===== src/rtl/uart_tx_cfg.sv =====
// Parametrised UART transmitter with per-frame captured data width, parity, stop bits and baud divider.
// All outputs are registered and computed from the next-state values, so they line up with the FSM state.
module uart_tx_cfg #(
  parameter int DATA_WIDTH = 8,
  parameter int DIV_W      = 16
) (
  input  logic                  CLK,
  input  logic                  RST,
  input  logic                  Data_Valid,
  input  logic [DATA_WIDTH-1:0] P_DATA,
  input  logic                  PAR_EN,
  input  logic                  PAR_TYP,
  input  logic                  STOP2,
  input  logic [DIV_W-1:0]      BAUD_DIV,
  output logic                  TX_OUT,
  output logic                  busy,
  output logic                  tx_done
);

  localparam int BW = $clog2(DATA_WIDTH);
  localparam logic [BW-1:0] LAST_BIT = BW'(DATA_WIDTH - 1);

  typedef enum logic [2:0] {
    IDLE   = 3'd0,
    START  = 3'd1,
    DATA   = 3'd2,
    PARITY = 3'd3,
    STOP   = 3'd4
  } state_t;

  function automatic logic calc_parity(input logic [DATA_WIDTH-1:0] data, input logic odd);
    return (^data) ^ odd;
  endfunction

  state_t                state_r, state_s;
  logic [DIV_W-1:0]      baud_cnt_r, baud_cnt_s;
  logic [BW-1:0]         bit_cnt_r, bit_cnt_s;
  logic [DATA_WIDTH-1:0] shift_r, shift_s;
  logic                  par_en_r, par_en_s;
  logic                  par_bit_r, par_bit_s;
  logic                  stop2_r, stop2_s;
  logic [DIV_W-1:0]      div_r, div_s;
  logic                  tx_out_r, tx_out_s;
  logic                  busy_r, busy_s;
  logic                  tx_done_r, tx_done_s;
  logic                  baud_end_s;

  // Next-state, counter and capture logic for the frame sequencer
  always_comb begin
    state_s    = state_r;
    baud_cnt_s = baud_cnt_r;
    bit_cnt_s  = bit_cnt_r;
    shift_s    = shift_r;
    par_en_s   = par_en_r;
    par_bit_s  = par_bit_r;
    stop2_s    = stop2_r;
    div_s      = div_r;
    baud_end_s = (baud_cnt_r == div_r);
    case (state_r)
      IDLE: begin
        if (Data_Valid) begin
          state_s    = START;
          baud_cnt_s = {DIV_W{1'b0}};
          bit_cnt_s  = {BW{1'b0}};
          shift_s    = P_DATA;
          par_en_s   = PAR_EN;
          par_bit_s  = calc_parity(P_DATA, PAR_TYP);
          stop2_s    = STOP2;
          div_s      = BAUD_DIV;
        end else begin
          state_s = IDLE;
        end
      end
      START: begin
        if (baud_end_s) begin
          state_s    = DATA;
          baud_cnt_s = {DIV_W{1'b0}};
          bit_cnt_s  = {BW{1'b0}};
        end else begin
          baud_cnt_s = baud_cnt_r + DIV_W'(1);
        end
      end
      DATA: begin
        if (baud_end_s) begin
          baud_cnt_s = {DIV_W{1'b0}};
          shift_s    = shift_r >> 1;
          if (bit_cnt_r == LAST_BIT) begin
            bit_cnt_s = {BW{1'b0}};
            state_s   = par_en_r ? PARITY : STOP;
          end else begin
            bit_cnt_s = bit_cnt_r + BW'(1);
          end
        end else begin
          baud_cnt_s = baud_cnt_r + DIV_W'(1);
        end
      end
      PARITY: begin
        if (baud_end_s) begin
          state_s    = STOP;
          baud_cnt_s = {DIV_W{1'b0}};
          bit_cnt_s  = {BW{1'b0}};
        end else begin
          baud_cnt_s = baud_cnt_r + DIV_W'(1);
        end
      end
      STOP: begin
        // bit_cnt_r counts stop-bit periods here: 0 for the first, 1 for the optional second
        if (baud_end_s) begin
          baud_cnt_s = {DIV_W{1'b0}};
          if (bit_cnt_r == BW'(stop2_r)) begin
            state_s   = IDLE;
            bit_cnt_s = {BW{1'b0}};
          end else begin
            bit_cnt_s = bit_cnt_r + BW'(1);
          end
        end else begin
          baud_cnt_s = baud_cnt_r + DIV_W'(1);
        end
      end
      default: begin
        state_s = IDLE;
      end
    endcase
  end

  // Output values for the upcoming cycle, derived from the next state
  always_comb begin
    tx_out_s = 1'b1;
    case (state_s)
      IDLE:    tx_out_s = 1'b1;
      START:   tx_out_s = 1'b0;
      DATA:    tx_out_s = shift_s[0];
      PARITY:  tx_out_s = par_bit_s;
      STOP:    tx_out_s = 1'b1;
      default: tx_out_s = 1'b1;
    endcase
    busy_s    = (state_s != IDLE);
    tx_done_s = (state_s == STOP) && (baud_cnt_s == div_s) && (bit_cnt_s == BW'(stop2_s));
  end

  // State, capture and output registers
  always_ff @(posedge CLK or posedge RST) begin
    if (RST) begin
      state_r    <= IDLE;
      baud_cnt_r <= {DIV_W{1'b0}};
      bit_cnt_r  <= {BW{1'b0}};
      shift_r    <= {DATA_WIDTH{1'b0}};
      par_en_r   <= 1'b0;
      par_bit_r  <= 1'b0;
      stop2_r    <= 1'b0;
      div_r      <= {DIV_W{1'b0}};
      tx_out_r   <= 1'b1;
      busy_r     <= 1'b0;
      tx_done_r  <= 1'b0;
    end else begin
      state_r    <= state_s;
      baud_cnt_r <= baud_cnt_s;
      bit_cnt_r  <= bit_cnt_s;
      shift_r    <= shift_s;
      par_en_r   <= par_en_s;
      par_bit_r  <= par_bit_s;
      stop2_r    <= stop2_s;
      div_r      <= div_s;
      tx_out_r   <= tx_out_s;
      busy_r     <= busy_s;
      tx_done_r  <= tx_done_s;
    end
  end

  assign TX_OUT  = tx_out_r;
  assign busy    = busy_r;
  assign tx_done = tx_done_r;

endmodule


===== config.mk =====
export PLATFORM = sky130hd
export DESIGN_NAME = uart_tx_cfg
export DESIGN_NICKNAME = d
export VERILOG_FILES = /design/src/rtl/uart_tx_cfg.sv
export SDC_FILE = /design/constraint.sdc
export NUM_CORES = 1
export LEC_CHECK = 0
export ABC_CLOCK_PERIOD_IN_PS = 5700
export BUFFER_PORTS_ARGS = -buffer_cell sky130_fd_sc_hd__buf_2
export CELL_PAD_IN_SITES_DETAIL_PLACEMENT = 1
export CELL_PAD_IN_SITES_GLOBAL_PLACEMENT = 2
export CORE_MARGIN = 1.5
export CORE_UTILIZATION = 40
export CTS_BUF_LIST = sky130_fd_sc_hd__clkbuf_16
export DETAILED_ROUTE_END_ITERATION = 7
export PLACE_DENSITY_LB_ADDON = 0.1
export SYNTH_ARGS = -nofsm -noshare
export SYNTH_HDL_FRONTEND = slang
export SYNTH_SLANG_ARGS = --single-unit
export TNS_END_PERCENT = 10

===== constraint.sdc =====
create_clock -name CLK -period 5.7 [get_ports CLK]
set_input_delay 0.855 -clock CLK [delete_from_list [all_inputs] [get_ports CLK]]
set_output_delay 0.855 -clock CLK [all_outputs]
set_load 0.01 [all_outputs]

Word-level counts from Yosys, hierarchy flattened
Index checks and enable logic that the tools add are counted.

Register bits: 52. Input bits: 30. Output and inout bits: 3. Logic and storage cells: 69.

Equality and inequality tests: 15. Muxes and demuxes: 29. Add/sub/neg operators: 2. Reductions and logical operators: 10. Bitwise gates (word level): 1.

Operators by type and width (number): $mux W16 (4); $mux W3 (13); $eq A16 B16 Y1 (2); $pmux W16 S2 (1); $add A16 B1 Y16 const B (1); $mux W8 (2); $pmux W8 S2 (1); $pmux W3 S5 (1); $eq A3 B2 Y1 const B (4); $pmux W3 S4 (1); $eq A3 B3 Y1 const B (3); $reduce_xor A8 Y1 (1); $eq A3 B1 Y1 (2); $eq A3 B1 Y1 const B (2); $mux W1 (5); $ne A2 B2 Y1 const B (2); $reduce_or A4 Y1 (1); $add A3 B1 Y3 const B (1); $logic_not A3 Y1 (1); $pmux W1 S3 (1); $reduce_and A3 Y1 (1); $reduce_bool A3 Y1 (1); $logic_and A1 B1 Y1 (2); $reduce_and A2 Y1 (1); 3 further kinds (3).

Longest topological paths before layout
Gate-level depths: netlist of run 1.

Depth after elaboration: 7. Mapped depth: 12. Mapped depth without buffers: 9.

Least setup slack after synthesis of run 1
No wires, ideal clock.

Path type: input -> register. Start point: input port Data_Valid. End point: register tx_done_r, in the netlist tx_done. Stages on the path: 9. Data required time: 5.604 ns. Library setup time: 0.096 ns. Arrival time: 2.824 ns. Setup slack: 2.781 ns. Path buffers: 2. Path through: and3_1 buf_2 buf_4 mux2_2 nand2_1 o21ai_0 a211oi_1 or4b_2 nor4_2.

Word-level cells in the longest chain between the ends: 5.

Ends and longest elaborated chain: start: declaration (RTL line 9) `input logic Data_Valid,`; $mux W16 (RTL line 61) `if (Data_Valid) begin`; $mux W16 (RTL line 59) `case (state_r)`; net div_s[0] (RTL line 42) `logic [DIV_W-1:0] div_r, div_s;`; $eq A16 B16 Y1 (RTL line 138) `tx_done_s = (state_s == STOP) && (baud_cnt_s == div_s) && (bit_cnt_s == BW'(stop2_s));`; $logic_and A1 B1 Y1 (2 in series) (RTL line 138); net tx_done_s (RTL line 45) `logic tx_done_r, tx_done_s;`; end signal: assignment (RTL line 166) `tx_done_r <= tx_done_s;`; end: declaration (RTL line 45).

The timed path passes the listed nets, and every way through them passes these cells. A chain may end at the register's enable or synchronous reset.

Worst setup path in the final report of run 1
Start point: register baud_cnt_r[9]. End point: register tx_done_r, in the netlist tx_done.

Word-level cells in the longest chain between the ends: 6.

Ends and longest elaborated chain: start: declaration (RTL line 36) `logic [DIV_W-1:0] baud_cnt_r, baud_cnt_s;`; start signal: assignment (RTL line 145) `baud_cnt_r <= {DIV_W{1'b0}};`; start signal: assignment (RTL line 157) `baud_cnt_r <= baud_cnt_s;`; $add A16 B1 Y16 or $eq A16 B16 Y1 (tied branches); $mux W16, or another cell as far along; $pmux W16 S2 or $pmux W3 S5 (tied branches) (RTL line 59); $eq A16 B16 Y1 or $eq A3 B3 Y1 (tied branches) (RTL line 138); $logic_and A1 B1 Y1 (RTL line 138); $logic_and A1 B1 Y1 * (RTL line 138); net tx_done_s (RTL line 45).

The timed path passes the listed nets; every way through them passes the cells marked *.

==> impl_metrics.py, run 1 <==
metrics = {
    "status": {
        "status": "completed",
    },
    "critical_path": {
        "ff2ff_setup_slack_ns": 1.99,
        "crit_path_end_kind": "register",
        "crit_fanout": 14,
        "crit_chain": "xor2_1, nor4_1, and4_1, nor2_1, xnor2_1, o21ai_0, or4b_2, nor4_2",
        "cpPeakStageDelay_ns": 0.70,
        "path_depth": 8,
        "arrival_ns": 3.89,
        "reg2reg_depth": 8,
        "cp_slowest_cell": "and4_1",
        "cp_top_family": "simple AND/OR/NAND/NOR gates",
        "cp-start-kind": "register",
        "worstPathRequired_ns": 5.89,
        "worstSetupPathType": "register to register",
        "cp_num_buf_inv": 0,
    },
    "placed_design": {
        "dp_hpwl_um": 6410,
        "place.gp.congestion": 0.839,
        "port_buffers": 32,
    },
    "route": {
        "wl_um": 8620,
        "route.top_layer_used": "met4",
        "avgRoutedWirePerCell_um": 18.7,
        "dr.pass1.iters": 4,
        "num_vias": 2618,
        "detail_route.iter0.violations": 120,
        "met1_length_um": 4190,
        "wl_met3_um": 323,
        "via_per_inst": 5.68,
        "drc": 0,
        "ant_nets": 0,
        "route.met2.wl_um": 4050,
    },
    "global_routing": {
        "grt_max_degree": 53,
        "grt_usage_pct": 22.3,
        "gr-total-overflow": 0,
        "grt_pass1_wl_um": 14500,
        "grt_pass1_vias": 2725,
        "antenna_found_initial": 0,
    },
    "clocking": {
        "cts_root_buf": "clkbuf_16",
        "cts_made_buffers": 5,
        "cts_tree": "built",
        "worstSkewPairLatency_ns": 0.29,
        "clockBufferDepth": 2,
        "clkTransAtPathRegs_ns": 0.06,
        "ctsResizeCount": 0,
        "ctsHoldBuffers": 0,
        "cts_max_level": 2,
        "post_cts_buffers": 0,
        "clkSinkCount": 52,
    },
    "final_layout": {
        "seq_area_um2": 1300,
        "final_net_count": 391,
        "areaGrowthSynthToFinish_pct": 10.3,
        "n_antenna_cell": 0,
        "final_common_cell": "dfrtp_1",
        "multi_input_area_um2": 1670,
        "fill_cells": 934,
        "drive_above_1_share_pct": 18.4,
        "layout_common_cells": "51 x dfrtp_1, 46 x nand2_1, 32 x buf_2",
    },
    "pwr": {
        "leakage_nw": 1.52,
        "ir_drop_mv": 0.196,
        "cellPowerDensity_nw_per_um2": 442,
        "total_power_w": 0.00154,
    },
    "min_path": {
        "hold_path_class": "register to register",
        "holdPathStages": 2,
    },
    "die": {
        "die_y_um": 91.8,
        "die_area_um2": 8420,
        "fp.dieW_um": 91.8,
        "ioPinCount": 33,
        "coreArea_um2": 7690,
        "start_util_pct": 41.0,
        "rows": 32,
    },
    "synthesis": {
        "synthArstFlopShare_pct": 100,
        "seq_area_frac_synth_pct": 41.3,
        "ys_warn_count": 0,
        "synth-edff-count": 0,
        "synth_area_um2": 3150,
        "ys_ff_latch": 52,
        "syn-instance-count": 335,
        "synth_cell_type_count": 55,
        "synth_flop_cell": "dfrtp_1",
        "mappedNetlistNets": 368,
        "syn_avg_cell_area_um2": 9.40,
    },
    "run": {
        "cap_viol_max_count": 0,
    },
    "timing": {
        "final_max_slew_viol_count": 0,
        "skew_ns": 0.00889,
        "finalHoldViolCount": 0,
        "fmax_mhz": 270,
        "min_period_ns": 3.71,
        "finalSetupTns_ns": 0,
        "fin_crit_sh_pct": 65.0,
        "worst_pin_slew_ns": 0.815,
        "slew_headroom_pct": 45.3,
        "rsz0062_at_grt": "no",
        "finalSetupViolCount": 0,
    },
}
==> worst reg2reg max path, stage by stage (launching register included) <==
cell	delay, ns
dfrtp_1	0.50
xor2_1	0.19
nor4_1	0.52
and4_1	0.70
nor2_1	0.36
xnor2_1	0.25
o21ai_0	0.08
or4b_2	0.69
nor4_2	0.32
==> final timing paths <==
path	start	end
hold / removal	shift_r[5]	shift_r[5]
min in group asynchronous	RST	bit_cnt_r[2]
setup / recovery	baud_cnt_r[9]	tx_done
setup reg to reg	baud_cnt_r[9]	tx_done
max in group asynchronous	RST	baud_cnt_r[4]
hold reg to reg	shift_r[5]	shift_r[5]
==> registers in the layout, summed over array words and instances (netlist names), 3 cells and up <==
register / flops
shift_r: 8
bit_cnt_r: 3
state_r: 3
baud_cnt_r: 16
div_r: 16
==> synth_stat cells, types with 2 or more instances <==
master    instances  area, um^2
a21o_1            3        22.5
o22ai_1           4        25.0
a32oi_1           2        17.5
and4_1            6        52.6
or3_1             2        12.5
and2_1            2        12.5
dfrtp_1          51        1280
nor4_2            2        25.0
mux2_2           15         169
a31oi_1           3        18.8
a22o_1            2        17.5
xnor2_1          17         149
a211o_1           3        26.3
mux2i_1           3        30.0
nor4_1            5        31.3
nand4_1           8        50.1
or4_1             2        15.0
a311o_1           3        30.0
a22oi_1           6        45.0
buf_4             4        30.0
buf_6             4        45.0
o31ai_1           3        22.5
xor2_1           22         193
buf_2             6        30.0
nand2_1          46         173
nor3_1            3        15.0
nand3_1          12        60.1
or2_2             2        12.5
nand2b_1          4        25.0
a21oi_1           5        25.0
o21ai_0          17        85.1
clkbuf_1          4        15.0
and3_1            4        25.0
o21ai_1           2        10.0
ha_1              3        37.5
inv_1            13        48.8
a211oi_1          4        30.0
nor2_1           21        78.8
==> final cells by class <==
type                            instances  share of cell area (%)
Sequential cell                        52                    37.5
Multi-Input combinational cell        250                    48.1
Clock buffer                            5                    3.60
Timing Repair Buffer                   36                    5.47
Inverter                               13                    1.40
Clock inverter                          3                   0.324
Tap cell                              102                    3.67
==> cell families (layout without fill, tap and decap cells) <==
| family | count (synthesis) | after routing | synth area share, % |
|---|---|---|---|
| AO/OA/AOI/OAI | 67 | 67 | 14.8 |
| XOR/XNOR | 39 | 39 | 10.8 |
| adder cells (fa/ha/maj) | 3 | 3 | 1.19 |
| buffers and inverters | 33 | 57 | 5.64 |
| flip-flops | 52 | 52 | 41.3 |
| multiplexers | 18 | 18 | 6.31 |
| AND/OR/NAND/NOR | 123 | 123 | 19.9 |
==> per-layer routing <==
| layer | track usage [%] | vias up |
|---|---|---|
| li1 | - | 1249 |
| met4 | 4.74 | 0 |
| met5 | 0 | - |
| met1 | 30.8 | 1318 |
| met3 | 4.31 | 5 |
| met2 | 36.4 | 46 |
==> per-stage QoR <==
stage / hold slack, ns / cell area (um^2) / std cells / util [%] / worst slack (ns)
2_1_floorplan: 0.447 / 3150 / 335 / - / 2.78
3_3_place_gp: 0.462 / 3340 / 453 / 43.4 / 1.90
3_5_place_dp: 0.464 / 3340 / 453 / 43.4 / 1.78
4_1_cts: 0.481 / 3480 / 461 / 45.2 / 1.99
5_1_grt: 0.510 / 3480 / 461 / 45.2 / 1.68
6_report: 0.475 / 3480 / 461 / 45.2 / 1.99
==> report_power, final <==
part	leakage [nW]	switching (W)	internal [W]
Sequential	0.648	0.000153	0.000502
Clock	0.0738	0.000134	0.000159
Combinational	0.798	0.000319	0.000269
Power figures use the tool's default switching activity.
==> run 2: changes to the inputs <==
ABC_CLOCK_PERIOD_IN_PS = 3380   (was 5700)
CORE_UTILIZATION = 33   (was 40)
clock period = 3.38 ns   (was 5.7 ns; I/O delays follow)
==> run 2 against run 1 <==
Effect of this change: critical path depth stayed put; worst setup slack lost 1.7 ns; worst hold slack lost 0.22 ns; design area rose by 3.6%; die area up 20%; clock skew down 0.0013 ns; clock power increased by 73%; non-clock buffer count is 12 higher; first-iteration DRC count fell by 23%; sequential share of layout area fell by 1.3 points; via count is 1.8% lower; critical path type unchanged; largest cell class unchanged.
==> impl_metrics.py, run 2 (synthesis gave the netlist of run 1 again) <==
metrics = {
    "status": {
        "status": "completed",
    },
    "timing": {
        "fin_crit_sh_pct": 91.0,
        "worst_pin_slew_ns": 0.810,
        "finalSetupViolCount": 0,
        "finalHoldViolCount": 0,
        "skew_ns": 0.00754,
        "slew_headroom_pct": 45.6,
        "fmax_mhz": 325,
        "finalSetupTns_ns": 0,
        "rsz0062_at_grt": "no",
        "final_max_slew_viol_count": 0,
        "min_period_ns": 3.08,
    },
    "placed_design": {
        "port_buffers": 32,
        "placed_area_um2": 3460,
        "dp_hpwl_um": 7020,
        "place.gp.congestion": 0.869,
    },
    "critical_path": {
        "worstPathRequired_ns": 3.58,
        "reg2reg_depth": 8,
        "worstSetupPathType": "register to register",
        "crit_fanout": 7,
        "crit_path_end_kind": "register",
        "crit_chain": "xor2_1, nor4_1, and4_1, o21ai_1, a211o_1, a32o_1, or4_4, nor4_2",
        "r2r-end": "tx_done",
        "ff2ff_setup_slack_ns": 0.30,
        "cp_num_buf_inv": 0,
        "cpPeakStageDelay_ns": 0.53,
        "cp_top_family": "simple AND/OR/NAND/NOR gates",
        "crit_start": "baud_cnt_r[13]",
        "regToRegStartpoint": "baud_cnt_r[13]",
        "cp-start-kind": "register",
        "arrival_ns": 3.27,
        "cp_slowest_cell": "or4_4",
    },
    "final_layout": {
        "fin_area_um2": 3600,
        "areaGrowthSynthToFinish_pct": 14.3,
        "drive_above_1_share_pct": 21.6,
        "final_common_cell": "dfrtp_1",
        "top_regs": "baud_cnt_r x16, div_r x16, shift_r x8",
        "final_net_count": 403,
        "layout_common_cells": "51 x dfrtp_1, 46 x nand2_1, 32 x buf_2",
        "n_antenna_cell": 0,
    },
    "global_routing": {
        "gr-total-overflow": 0,
        "grt_pass1_vias": 2692,
        "grt_max_degree": 30,
        "antenna_found_initial": 0,
        "grt_usage_pct": 19.1,
        "grt_pass1_wl_um": 14800,
    },
    "die": {
        "fp.dieW_um": 101,
        "die_area_um2": 10100,
        "die_y_um": 101,
        "rows": 35,
        "coreArea_um2": 9240,
        "start_util_pct": 34.1,
        "ioPinCount": 33,
    },
    "route": {
        "drc": 0,
        "wl_met3_um": 214,
        "num_vias": 2570,
        "detail_route.iter0.violations": 92,
        "wl_um": 8920,
        "dr.pass1.iters": 4,
        "met1_length_um": 4640,
        "via_per_inst": 5.14,
        "route.met2.wl_um": 3980,
        "ant_nets": 0,
        "route.top_layer_used": "met4",
        "avgRoutedWirePerCell_um": 17.8,
    },
    "clocking": {
        "clkTransAtPathRegs_ns": 0.07,
        "post_cts_buffers": 0,
        "cts_max_level": 2,
        "worstSkewPairLatency_ns": 0.29,
        "ctsResizeCount": 0,
        "cts_root_buf": "clkbuf_16",
        "cts_tree": "built",
        "clkSinkCount": 52,
        "ctsHoldBuffers": 0,
        "clockBufferDepth": 2,
        "cts_made_buffers": 5,
    },
    "min_path": {
        "hold_path_class": "input pin to asynchronous set/reset pin",
    },
    "run": {
        "cap_viol_max_count": 0,
    },
    "pwr": {
        "leakage_nw": 1.58,
        "cellPowerDensity_nw_per_um2": 731,
        "ir_drop_mv": 0.287,
    },
}
run 2: cell types whose count changed in the layout (fill, tap and decap cells not counted):
cell / delta
buf_4: +12
clkinv_2: +2
inv_1: -2
run 2: power by group:
part	internal [W]	leakage, nW	total [W]	switching [W]
sequential	0.000846	0.648	0.00109	0.000248
clock	0.000270	0.0710	0.000508	0.000238
combinational	0.000474	0.859	0.00103	0.000557
total	0.00159	1.58	0.00263	0.00104
run 2: routing by layer:
metal  vias up  global-route usage [%]
met4         0                    4.23
met1      1264                    28.9
met5         -                       0
met3         8                    2.29
met2        29                    29.1
li1       1269                       -
run 2: how the worst max path moves through the flow:
stage | endpoint | slack (ns) | depth (start not counted)
4_1_cts | tx_done | 0.33 | 8
6_report | tx_done | 0.30 | 8
2_1_floorplan | tx_done | 0.61 | 11
3_5_place_dp | tx_done | 0.36 | 8
3_3_place_gp | tx_done | 0.43 | 8
5_1_grt | tx_done | 0.14 | 9
run 2: layout make-up:
type | count | area [um^2]
Sequential cell | 52 | 1300
Inverter | 13 | 48.8
Fill cell | 1083 | 5640
Tap cell | 129 | 161
Timing Repair Buffer | 48 | 280
Multi-Input combinational cell | 250 | 1670
Clock buffer | 5 | 125
Clock inverter | 3 | 13.8
run 2: stage by stage:
stage	setup WS, ns	utilization, %	hold WS, ns	total power, W	cells
final	0.303	39.0	0.252	0.00263	500
after global routing	0.142	39.0	0.290	0.00283	500
after CTS	0.329	39.0	0.274	0.00266	500
after detailed placement	0.361	37.5	0.465	0.00214	492
after global placement	0.428	37.5	0.460	0.00212	492
after floorplan	0.614	-	0.447	0.00181	335
==> run 3: changes to the inputs <==
CELL_PAD_IN_SITES_GLOBAL_PLACEMENT = 1   (was 2)
CORE_UTILIZATION = 41   (was 33)
==> run 3 against run 2 <==
Effect of this change: first-iteration DRC count grew 40%; final cell count decreased by 6.4%; fmax fell by 4.4%; clock power fell by 0.8%; critical path depth stayed put; design area fell by 1.5%; core utilization grew 9.4 points; flip-flop and latch count unchanged; worst hold slack improved by 0.028 ns; sequential power barely moved; register-to-register slack worse by 0.14 ns; clock-buffer cell count is the same; largest power group unchanged.
==> impl_metrics.py, run 3 (synthesis gave the netlist of run 1 again) <==
metrics = {
    "global_routing": {
        "grt_max_degree": 28,
        "grt_pass1_vias": 2740,
        "gr-total-overflow": 0,
        "grt_pass1_wl_um": 14800,
        "grt_usage_pct": 22.9,
        "antenna_found_initial": 0,
    },
    "route": {
        "num_vias": 2636,
        "dr.pass1.iters": 4,
        "wl_um": 8810,
        "avgRoutedWirePerCell_um": 18.8,
        "ant_nets": 0,
        "detail_route.iter0.violations": 129,
        "drc": 0,
        "via_per_inst": 5.63,
    },
    "die": {
        "start_util_pct": 43.0,
        "coreArea_um2": 7330,
        "ioPinCount": 33,
        "rows": 31,
        "die_y_um": 90.7,
        "die_area_um2": 8220,
        "fp.dieW_um": 90.7,
    },
    "timing": {
        "fmax_mhz": 311,
        "skew_ns": 0.0107,
        "hold_ws_ns": 0.280,
        "rsz0062_at_grt": "no",
        "finalSetupViolCount": 0,
        "slew_headroom_pct": 47.2,
        "finalSetupTns_ns": 0,
        "finalHoldViolCount": 0,
        "final_max_slew_viol_count": 0,
        "min_period_ns": 3.22,
        "worst_pin_slew_ns": 0.787,
        "fin_crit_sh_pct": 95.2,
    },
    "critical_path": {
        "crit_path_end_kind": "register",
        "cp-start-kind": "register",
        "worstSetupPathType": "register to register",
        "arrival_ns": 3.42,
        "crit_fanout": 11,
        "worstPathRequired_ns": 3.59,
    },
    "placed_design": {
        "port_buffers": 32,
        "place_inst": 460,
        "dp_hpwl_um": 6850,
        "place.gp.congestion": 0.876,
    },
    "final_layout": {
        "layout_common_cells": "51 x dfrtp_1, 46 x nand2_1, 32 x buf_2",
        "final_net_count": 401,
        "fill_cells": 866,
        "utilization_pct": 48.4,
        "areaGrowthSynthToFinish_pct": 12.6,
        "drive_above_1_share_pct": 20.9,
        "seq_area_um2": 1300,
        "n_antenna_cell": 0,
        "finalNonFillerCells": 468,
        "multi_input_area_um2": 1670,
        "top_regs": "baud_cnt_r x16, div_r x16, shift_r x8",
        "final_common_cell": "dfrtp_1",
    },
    "pwr": {
        "total_power_w": 0.00261,
        "pwr-share-seq_pct": 41.9,
        "ir_drop_mv": 0.250,
        "clkPwrFrac_pct": 19.3,
        "internal_power_w": 0.00158,
        "power.switching_w": 0.00103,
        "p_comb_share_pct": 38.8,
        "leakage_nw": 1.57,
        "swShare_pct": 39.4,
        "cellPowerDensity_nw_per_um2": 736,
    },
    "min_path": {
        "hold_path_class": "input pin to asynchronous set/reset pin",
    },
    "clocking": {
        "clkSinkCount": 52,
        "cts_max_level": 2,
        "clkTransAtPathRegs_ns": 0.08,
        "cts_made_buffers": 5,
        "post_cts_buffers": 0,
        "ctsResizeCount": 0,
        "ctsHoldBuffers": 0,
        "cts_tree": "built",
        "cts_root_buf": "clkbuf_16",
        "clockBufferDepth": 2,
        "worstSkewPairLatency_ns": 0.30,
    },
    "run": {
        "cap_viol_max_count": 0,
    },
    "status": {
        "status": "completed",
    },
}
run 3: cell types whose count changed in the layout (fill, tap and decap cells not counted):
| cell | before | now |
|---|---|---|
| buf_4 | 16 | 14 |
| inv_1 | 12 | 14 |
| clkinv_1 | 1 | 0 |
| clkinv_2 | 2 | 1 |
run 3: layout make-up:
cell class | count | area share (%)
Multi-Input combinational cell | 250 | 47.1
Tap cell | 99 | 3.49
Timing Repair Buffer | 46 | 7.48
Inverter | 13 | 1.38
Clock buffer | 5 | 3.53
Clock inverter | 3 | 0.353
Sequential cell | 52 | 36.7
run 3: metal layers:
| metal | vias to the layer above | routed length [um] | GRT usage [%] |
|---|---|---|---|
| met2 | 48 | 4000 | 35.5 |
| met1 | 1312 | 4410 | 34.1 |
| met5 | - | 0 | 0 |
| li1 | 1269 | - | - |
| met4 | 0 | 72 | 4.37 |
| met3 | 7 | 329 | 2.86 |
run 3: through the flow:
step | cell area, um^2 | worst slack (ns)
CTS | 3550 | 0.168
floorplan | 3150 | 0.614
detailed placement | 3410 | 0.184
global route | 3550 | 0.0109
finish | 3550 | 0.163
global placement | 3410 | 0.277
run 3: path summary, 6_finish.rpt:
check / slack (ns) / from / cells after the start / to
worst max-delay path: 0.16 / baud_cnt_r[9] / 8 / tx_done
worst min-delay path: 0.28 / RST / 2 / busy
worst max register to register: 0.16 / baud_cnt_r[9] / 8 / tx_done
worst min register to register: 0.48 / shift_r[6] / 2 / shift_r[6]
max in group asynchronous: 2.26 / RST / 3 / TX_OUT
min in group CLK: 0.44 / PAR_EN / 3 / par_en_r
run 3: power by group through the flow:
stage / clock, W / combinational (W) / sequential (W)
finish: 0.000504 / 0.00101 / 0.00109
floorplan: 0 / 0.000813 / 0.000995
CTS: 0.000510 / 0.00102 / 0.00109
detailed placement: 0 / 0.00101 / 0.00110
global placement: 0 / 0.000996 / 0.00109
global route: 0.000534 / 0.00113 / 0.00113
run 3: critical path: stages, from the launching register on:
cell     delay (ns)
dfrtp_1        0.52
xor2_1         0.20
nor4_1         0.51
nand4_1        0.19
buf_4          0.22
a311o_1        0.44
a311o_1        0.37
or4_4          0.52
nor4_2         0.14
